[config.mk]
export PLATFORM = sky130hd
export DESIGN_NAME = hazard_forward_unit
export DESIGN_NICKNAME = d
export VERILOG_FILES = /design/src/rtl/hazard_forward_unit_pkg.sv /design/src/rtl/hazard_forward_unit_fwd_sel_compute.sv /design/src/rtl/hazard_forward_unit.sv
export SDC_FILE = /design/constraint.sdc
export NUM_CORES = 1
export LEC_CHECK = 0
export ABC_CLOCK_PERIOD_IN_PS = 3100
export BUFFER_PORTS_ARGS = -buffer_cell sky130_fd_sc_hd__buf_2
export CORE_MARGIN = 2
export CORE_UTILIZATION = 53
export DETAILED_ROUTE_END_ITERATION = 6
export GPL_TIMING_DRIVEN = 1
export PLACE_DENSITY_LB_ADDON = 0.05
export SYNTH_ARGS = -nofsm -noshare
export SYNTH_HDL_FRONTEND = slang
export SYNTH_HIERARCHICAL = 1
export SYNTH_SLANG_ARGS = --single-unit
[constraint.sdc]
create_clock -name clk -period 3.1 [get_ports clk]
set_input_delay 0 -clock clk [delete_from_list [all_inputs] [get_ports clk]]
set_output_delay 0 -clock clk [all_outputs]
set_load 0.01 [all_outputs]
[src/rtl/hazard_forward_unit_pkg.sv]
// ---------------------------------------------------------------------------
// hazard_forward_unit_pkg: LC-3b forwarding/hazard types.  Rev 1.0
// ---------------------------------------------------------------------------
`default_nettype none

package hazard_forward_unit_pkg;

  localparam int LC3B_REG_W = 3;

  typedef logic [LC3B_REG_W-1:0] lc3b_reg;

  typedef enum logic [1:0] {
    FWD_REGFILE = 2'd0,
    FWD_MEM     = 2'd1,
    FWD_WB      = 2'd2
  } lc3b_forward_EX_mux_sel;

  typedef enum logic [1:0] {
    HZ_RUN      = 2'd0,
    HZ_LU_STALL = 2'd1,
    HZ_MEM_WAIT = 2'd2
  } lc3b_hazard_state;

endpackage

`default_nettype wire

[src/rtl/hazard_forward_unit_fwd_sel_compute.sv]
// ---------------------------------------------------------------------------
// fwd_sel_compute: one source operand vs EX/MEM producers -> forward select.  Rev 1.0
// ---------------------------------------------------------------------------
`default_nettype none

module fwd_sel_compute
  import hazard_forward_unit_pkg::*;
#(
  parameter int REG_W = 3
) (
  input  logic [REG_W-1:0]      i_src,
  input  logic                  i_uses,
  input  logic                  i_ex_valid,
  input  logic [REG_W-1:0]      i_ex_dest,
  input  logic                  i_mem_valid,
  input  logic [REG_W-1:0]      i_mem_dest,
  output lc3b_forward_EX_mux_sel o_sel,
  output logic                  o_ex_hit
);

  logic w_mem_hit;

  assign o_ex_hit  = i_uses & i_ex_valid  & (i_ex_dest  == i_src);
  assign w_mem_hit = i_uses & i_mem_valid & (i_mem_dest == i_src);

  // Producer now in EX will sit in MEM when this operand reaches EX, hence FWD_MEM.
  always_comb begin
    o_sel = FWD_REGFILE;
    if (o_ex_hit) begin
      o_sel = FWD_MEM;
    end else if (w_mem_hit) begin
      o_sel = FWD_WB;
    end
  end

endmodule

`default_nettype wire

[src/rtl/hazard_forward_unit.sv]
// ---------------------------------------------------------------------------
// hazard_forward_unit: EX forward selects, load-use bubble and stall control.  Rev 1.0
// ---------------------------------------------------------------------------
`default_nettype none

module hazard_forward_unit
  import hazard_forward_unit_pkg::*;
#(
  parameter int REG_W  = 3,
  parameter int PERF_W = 16
) (
  input  logic              clk,
  input  logic              reset_n,
  input  logic              id_valid,
  input  logic [REG_W-1:0]  id_sr1,
  input  logic [REG_W-1:0]  id_sr2,
  input  logic              id_uses_sr1,
  input  logic              id_uses_sr2,
  input  logic [REG_W-1:0]  id_dest,
  input  logic              id_load_regfile,
  input  logic              id_is_load,
  input  logic              mem_stall,
  input  logic              flush,
  output logic              stall_fetch,
  output logic              bubble_ex,
  output logic              stall_pipe,
  output logic [1:0]        forward_EX_A_mux_sel,
  output logic [1:0]        forward_EX_B_mux_sel,
  output logic [PERF_W-1:0] perf_lu_stalls,
  output logic [PERF_W-1:0] perf_mem_stalls
);

  lc3b_hazard_state       r_state;
  lc3b_hazard_state       w_state_nxt;
  logic                   r_ex_valid;
  logic [REG_W-1:0]       r_ex_dest;
  logic                   r_ex_is_load;
  logic                   r_mem_valid;
  logic [REG_W-1:0]       r_mem_dest;
  logic [1:0]             r_sel_a;
  logic [1:0]             r_sel_b;
  logic [PERF_W-1:0]      r_lu_cnt;
  logic [PERF_W-1:0]      r_mem_cnt;
  lc3b_forward_EX_mux_sel w_sel_a;
  lc3b_forward_EX_mux_sel w_sel_b;
  logic                   w_hit_a;
  logic                   w_hit_b;
  logic                   w_hazard;
  logic                   w_bubble;
  logic                   w_stall_fetch;
  logic                   w_squash;

  fwd_sel_compute #(.REG_W(REG_W)) u_sel_a (
    .i_src       (id_sr1),
    .i_uses      (id_uses_sr1),
    .i_ex_valid  (r_ex_valid),
    .i_ex_dest   (r_ex_dest),
    .i_mem_valid (r_mem_valid),
    .i_mem_dest  (r_mem_dest),
    .o_sel       (w_sel_a),
    .o_ex_hit    (w_hit_a)
  );

  fwd_sel_compute #(.REG_W(REG_W)) u_sel_b (
    .i_src       (id_sr2),
    .i_uses      (id_uses_sr2),
    .i_ex_valid  (r_ex_valid),
    .i_ex_dest   (r_ex_dest),
    .i_mem_valid (r_mem_valid),
    .i_mem_dest  (r_mem_dest),
    .o_sel       (w_sel_b),
    .o_ex_hit    (w_hit_b)
  );

  assign w_hazard = id_valid & ~flush & r_ex_is_load & (w_hit_a | w_hit_b);

  always_comb begin
    w_state_nxt   = r_state;
    w_bubble      = 1'b0;
    w_stall_fetch = mem_stall;
    case (r_state)
      HZ_RUN: begin
        if (mem_stall) begin
          w_state_nxt = HZ_MEM_WAIT;
        end else if (w_hazard) begin
          w_state_nxt   = HZ_LU_STALL;
          w_bubble      = 1'b1;
          w_stall_fetch = 1'b1;
        end
      end
      HZ_LU_STALL: begin
        w_state_nxt = mem_stall ? HZ_MEM_WAIT : HZ_RUN;
      end
      HZ_MEM_WAIT: begin
        // The pipe advances on the release cycle, so a pending load-use must still bubble.
        if (!mem_stall) begin
          if (w_hazard) begin
            w_state_nxt   = HZ_LU_STALL;
            w_bubble      = 1'b1;
            w_stall_fetch = 1'b1;
          end else begin
            w_state_nxt = HZ_RUN;
          end
        end
      end
      default: w_state_nxt = HZ_RUN;
    endcase
  end

  assign w_squash = w_bubble | flush | ~id_valid;

  always_ff @(posedge clk or negedge reset_n) begin
    if (!reset_n) begin
      r_state      <= HZ_RUN;
      r_ex_valid   <= 1'b0;
      r_ex_dest    <= '0;
      r_ex_is_load <= 1'b0;
      r_mem_valid  <= 1'b0;
      r_mem_dest   <= '0;
      r_sel_a      <= FWD_REGFILE;
      r_sel_b      <= FWD_REGFILE;
    end else begin
      r_state <= w_state_nxt;
      if (!mem_stall) begin
        // A taken branch squashes the instruction leaving EX as well as the one leaving ID.
        r_mem_valid  <= r_ex_valid & ~flush;
        r_mem_dest   <= r_ex_dest;
        r_ex_valid   <= ~w_squash & id_load_regfile;
        r_ex_dest    <= id_dest;
        r_ex_is_load <= ~w_squash & id_load_regfile & id_is_load;
        r_sel_a      <= w_squash ? FWD_REGFILE : w_sel_a;
        r_sel_b      <= w_squash ? FWD_REGFILE : w_sel_b;
      end
    end
  end

  always_ff @(posedge clk or negedge reset_n) begin
    if (!reset_n) begin
      r_lu_cnt  <= '0;
      r_mem_cnt <= '0;
    end else begin
      if (w_bubble && (r_lu_cnt != {PERF_W{1'b1}})) begin
        r_lu_cnt <= r_lu_cnt + PERF_W'(1);
      end
      if (mem_stall && (r_mem_cnt != {PERF_W{1'b1}})) begin
        r_mem_cnt <= r_mem_cnt + PERF_W'(1);
      end
    end
  end

  assign stall_fetch          = w_stall_fetch;
  assign bubble_ex            = w_bubble;
  assign stall_pipe           = mem_stall;
  assign forward_EX_A_mux_sel = r_sel_a;
  assign forward_EX_B_mux_sel = r_sel_b;
  assign perf_lu_stalls       = r_lu_cnt;
  assign perf_mem_stalls      = r_mem_cnt;

endmodule

`default_nettype wire

==> reports/metrics.cfg <==
[sta]
period_minus_slack_ps=2520
layout_setup_ws_ps=580
skew_ps=3.00
fin_crit_sh_pct=81.3
rsz0062_at_grt=false
final_max_slew_viol_count=0
tightestPinTransition_ps=1010
hold_violations=0
setup-tns-final_ps=0
setup_viol=0
max_clock_freq_mhz=397
worst_slew_margin_rel_pct=33.0

[clock_tree]
max-clock-path-buffers=2
clkSinkCount=46
cts_tree=built
numCtsBuffers=5
clkLatencyLatePin_ps=290
cts_resized=0
htree_num_levels=2
cts_setup_buffers=0
clk_pin_slew_ps=80
clockRootBuffer=clkbuf_8

[cells_and_area]
fin_cells=331
nets=299
areaGrowthSynthToFinish_pct=19.5
antenna_cells=0
multiInputGateArea_mm2=0.00116
final_util_pct=65.7
nFillCells=355
seqCellArea_mm2=0.00115
drive_gt1_share_pct=31.9

[global_routing]
overflow=0
grt.total_usage_pct=20.2
grt_pass1_vias=1774
antenna_found_initial=0
grt_first_pass_wirelength_um=8130
grt_max_degree=47

[floorplanning]
start_util_pct=55.0
fp-row-count=24
die-area_mm2=0.00507
die_x_um=71.2
core_area_mm2=0.00435
io_pins=57
die_h_um=71.2

[yosys]
synthCells=218
ys_seq_elements=46
synth-edff-count=0
syn-cell-area_mm2=0.00239
synth_cell_types=37
yosysTopAreaCellShare_pct=48.1
synthMostInstantiatedCell=dfrtp_1
async_reset_ff_share_pct=100
avgSynthCellArea_um2=11.0
synth_fp_nets=238
yosys_most_used_dff=dfrtp_1
ys_warn_count=6
yosysTopAreaCell=dfrtp_1
synth_common_cells=dfrtp_1 (46), xor2_1 (28), nand3_1 (16)
synth_area_leaders=dfrtp_1 (48%), xor2_1 (10%), mux2_2 (5.6%), nand3_1 (3.3%), nand4_1 (2.9%)
synth_seq_area_share_pct=48.1

[worst_setup_path]
cp_max_fo=17
cp-start-kind=flop
path_class=reg -> reg
worstPathRequired_ps=3280
end_kind=flop
arrival_ps=2700

[power_and_ir_drop]
pwr_density_cell_mw_per_mm2=497
p_leak_uw=0.00142
ir_drop_uv=240

[detailed_routing]
wl_per_cell_um=14.4
drc_errors=0
ant_nets=0
drt_iter0_markers=85
via_per_inst=5.66
firstDrtPassIters=4
vias=1875
drt-total-wl_um=4770

[job]
max-cap-violations=0

[place]
dpl_worst_slack_ps=637
placed_cells=318
portBuffers=56
gp_congestion=0.792
hpwl_um=3410

[hold_path]
min_path_type=in -> reg

[run_status]
outcome=finished clean

per-stage QoR:
| step | total power [µW] | hold WS [ps] | instance area [µm²] |
|---|---|---|---|
| floorplan | 882 | -296 | 2390 |
| global placement | 974 | 235 | 2690 |
| detailed placement | 984 | 230 | 2690 |
| CTS | 1440 | 54.2 | 2860 |
| global route | 1500 | 66.5 | 2860 |
| finish | 1420 | 62.9 | 2860 |
worst max-delay path, cell delays in order, from the launching register on:
cell and delay [ps]:
dfrtp_1 420, xor2_1 170, nor4_2 490, o21ai_0 170
or4_4 580, nor2_1 210, mux2_2 350
where the power goes:
| part | switching, µW | internal [µW] | leakage [µW] |
|---|---|---|---|
| combinational | 120 | 119 | 0.000765 |
| clock | 191 | 258 | 0.0000573 |
| sequential | 75.4 | 658 | 0.000595 |
state kept, by name, summed over array words and instances, names as in the netlist:
name,flops
r_mem_dest,3
perf_mem_stalls,16
r_state,1
perf_lu_stalls,16
forward_EX_B_mux_sel,2
r_ex_valid,1
r_mem_valid,1
r_ex_is_load,1
forward_EX_A_mux_sel,2
r_ex_dest,3
timing repair:
| item | CTS | global route |
|---|---|---|
| setup endpoints to repair | 0 | 0 |
| hold buffers | 6 | 0 |
| hold endpoints to repair | 51 | 0 |
placed cells by master (no fill, tap or decap), drive strengths merged, types with 6 or more instances in the layout:
cell type    count
and3             6
a22o             6
nor2             9
mux2            12
clkbuf           6
dlygate4sd3      6
xor2            28
nand2           15
dfrtp           46
nor3            10
buf             58
nor4            13
nand4           11
xnor2            7
nand3           16
layer usage:
metal  GRT usage, %  part of all wire [%]  vias to the layer above
met5              0                     0                        -
met4           7.55                   1.2                        0
met3           3.52                   4.3                        6
met1           26.4                    45                      918
li1               -                     -                      905
met2           34.0                    49                       46
cell families after synthesis:
group | after synthesis | synth area share (%)
muxes | 13 | 6.06
AOI/OAI and AO/OA | 14 | 4.49
buffers and inverters | 15 | 3.81
DFF | 46 | 48.1
adders and majority gates | 2 | 1.04
and+or+nand+nor | 93 | 23.7
xor gates and xnor gates | 35 | 12.8
final timing paths:
path / from / endpoint / slack, ps / cells past startpoint
min reg2reg: forward_EX_A_mux_sel[1] / forward_EX_A_mux_sel[1] / 510 / 1
max reg2reg: r_ex_dest[0] / perf_lu_stalls[1] / 580 / 6
min: flush / r_mem_valid / 60 / 3
max: r_ex_dest[0] / perf_lu_stalls[1] / 580 / 6
max in group asynchronous: reset_n / r_ex_dest[2] / 2070 / 2
min in group asynchronous: reset_n / perf_mem_stalls[2] / 410 / 2
area by class of cell:
cell class / count / share of cell area (%)
clock buffers: 6 / 2.89
clock inverters: 1 / 1.05
inverters: 5 / 0.656
multi-input cells: 157 / 40.5
flip-flops and latches: 46 / 40.2
well taps: 52 / 2.27
repair buffers: 64 / 12.4
Note: power is estimated with default switching activity, not from simulation.
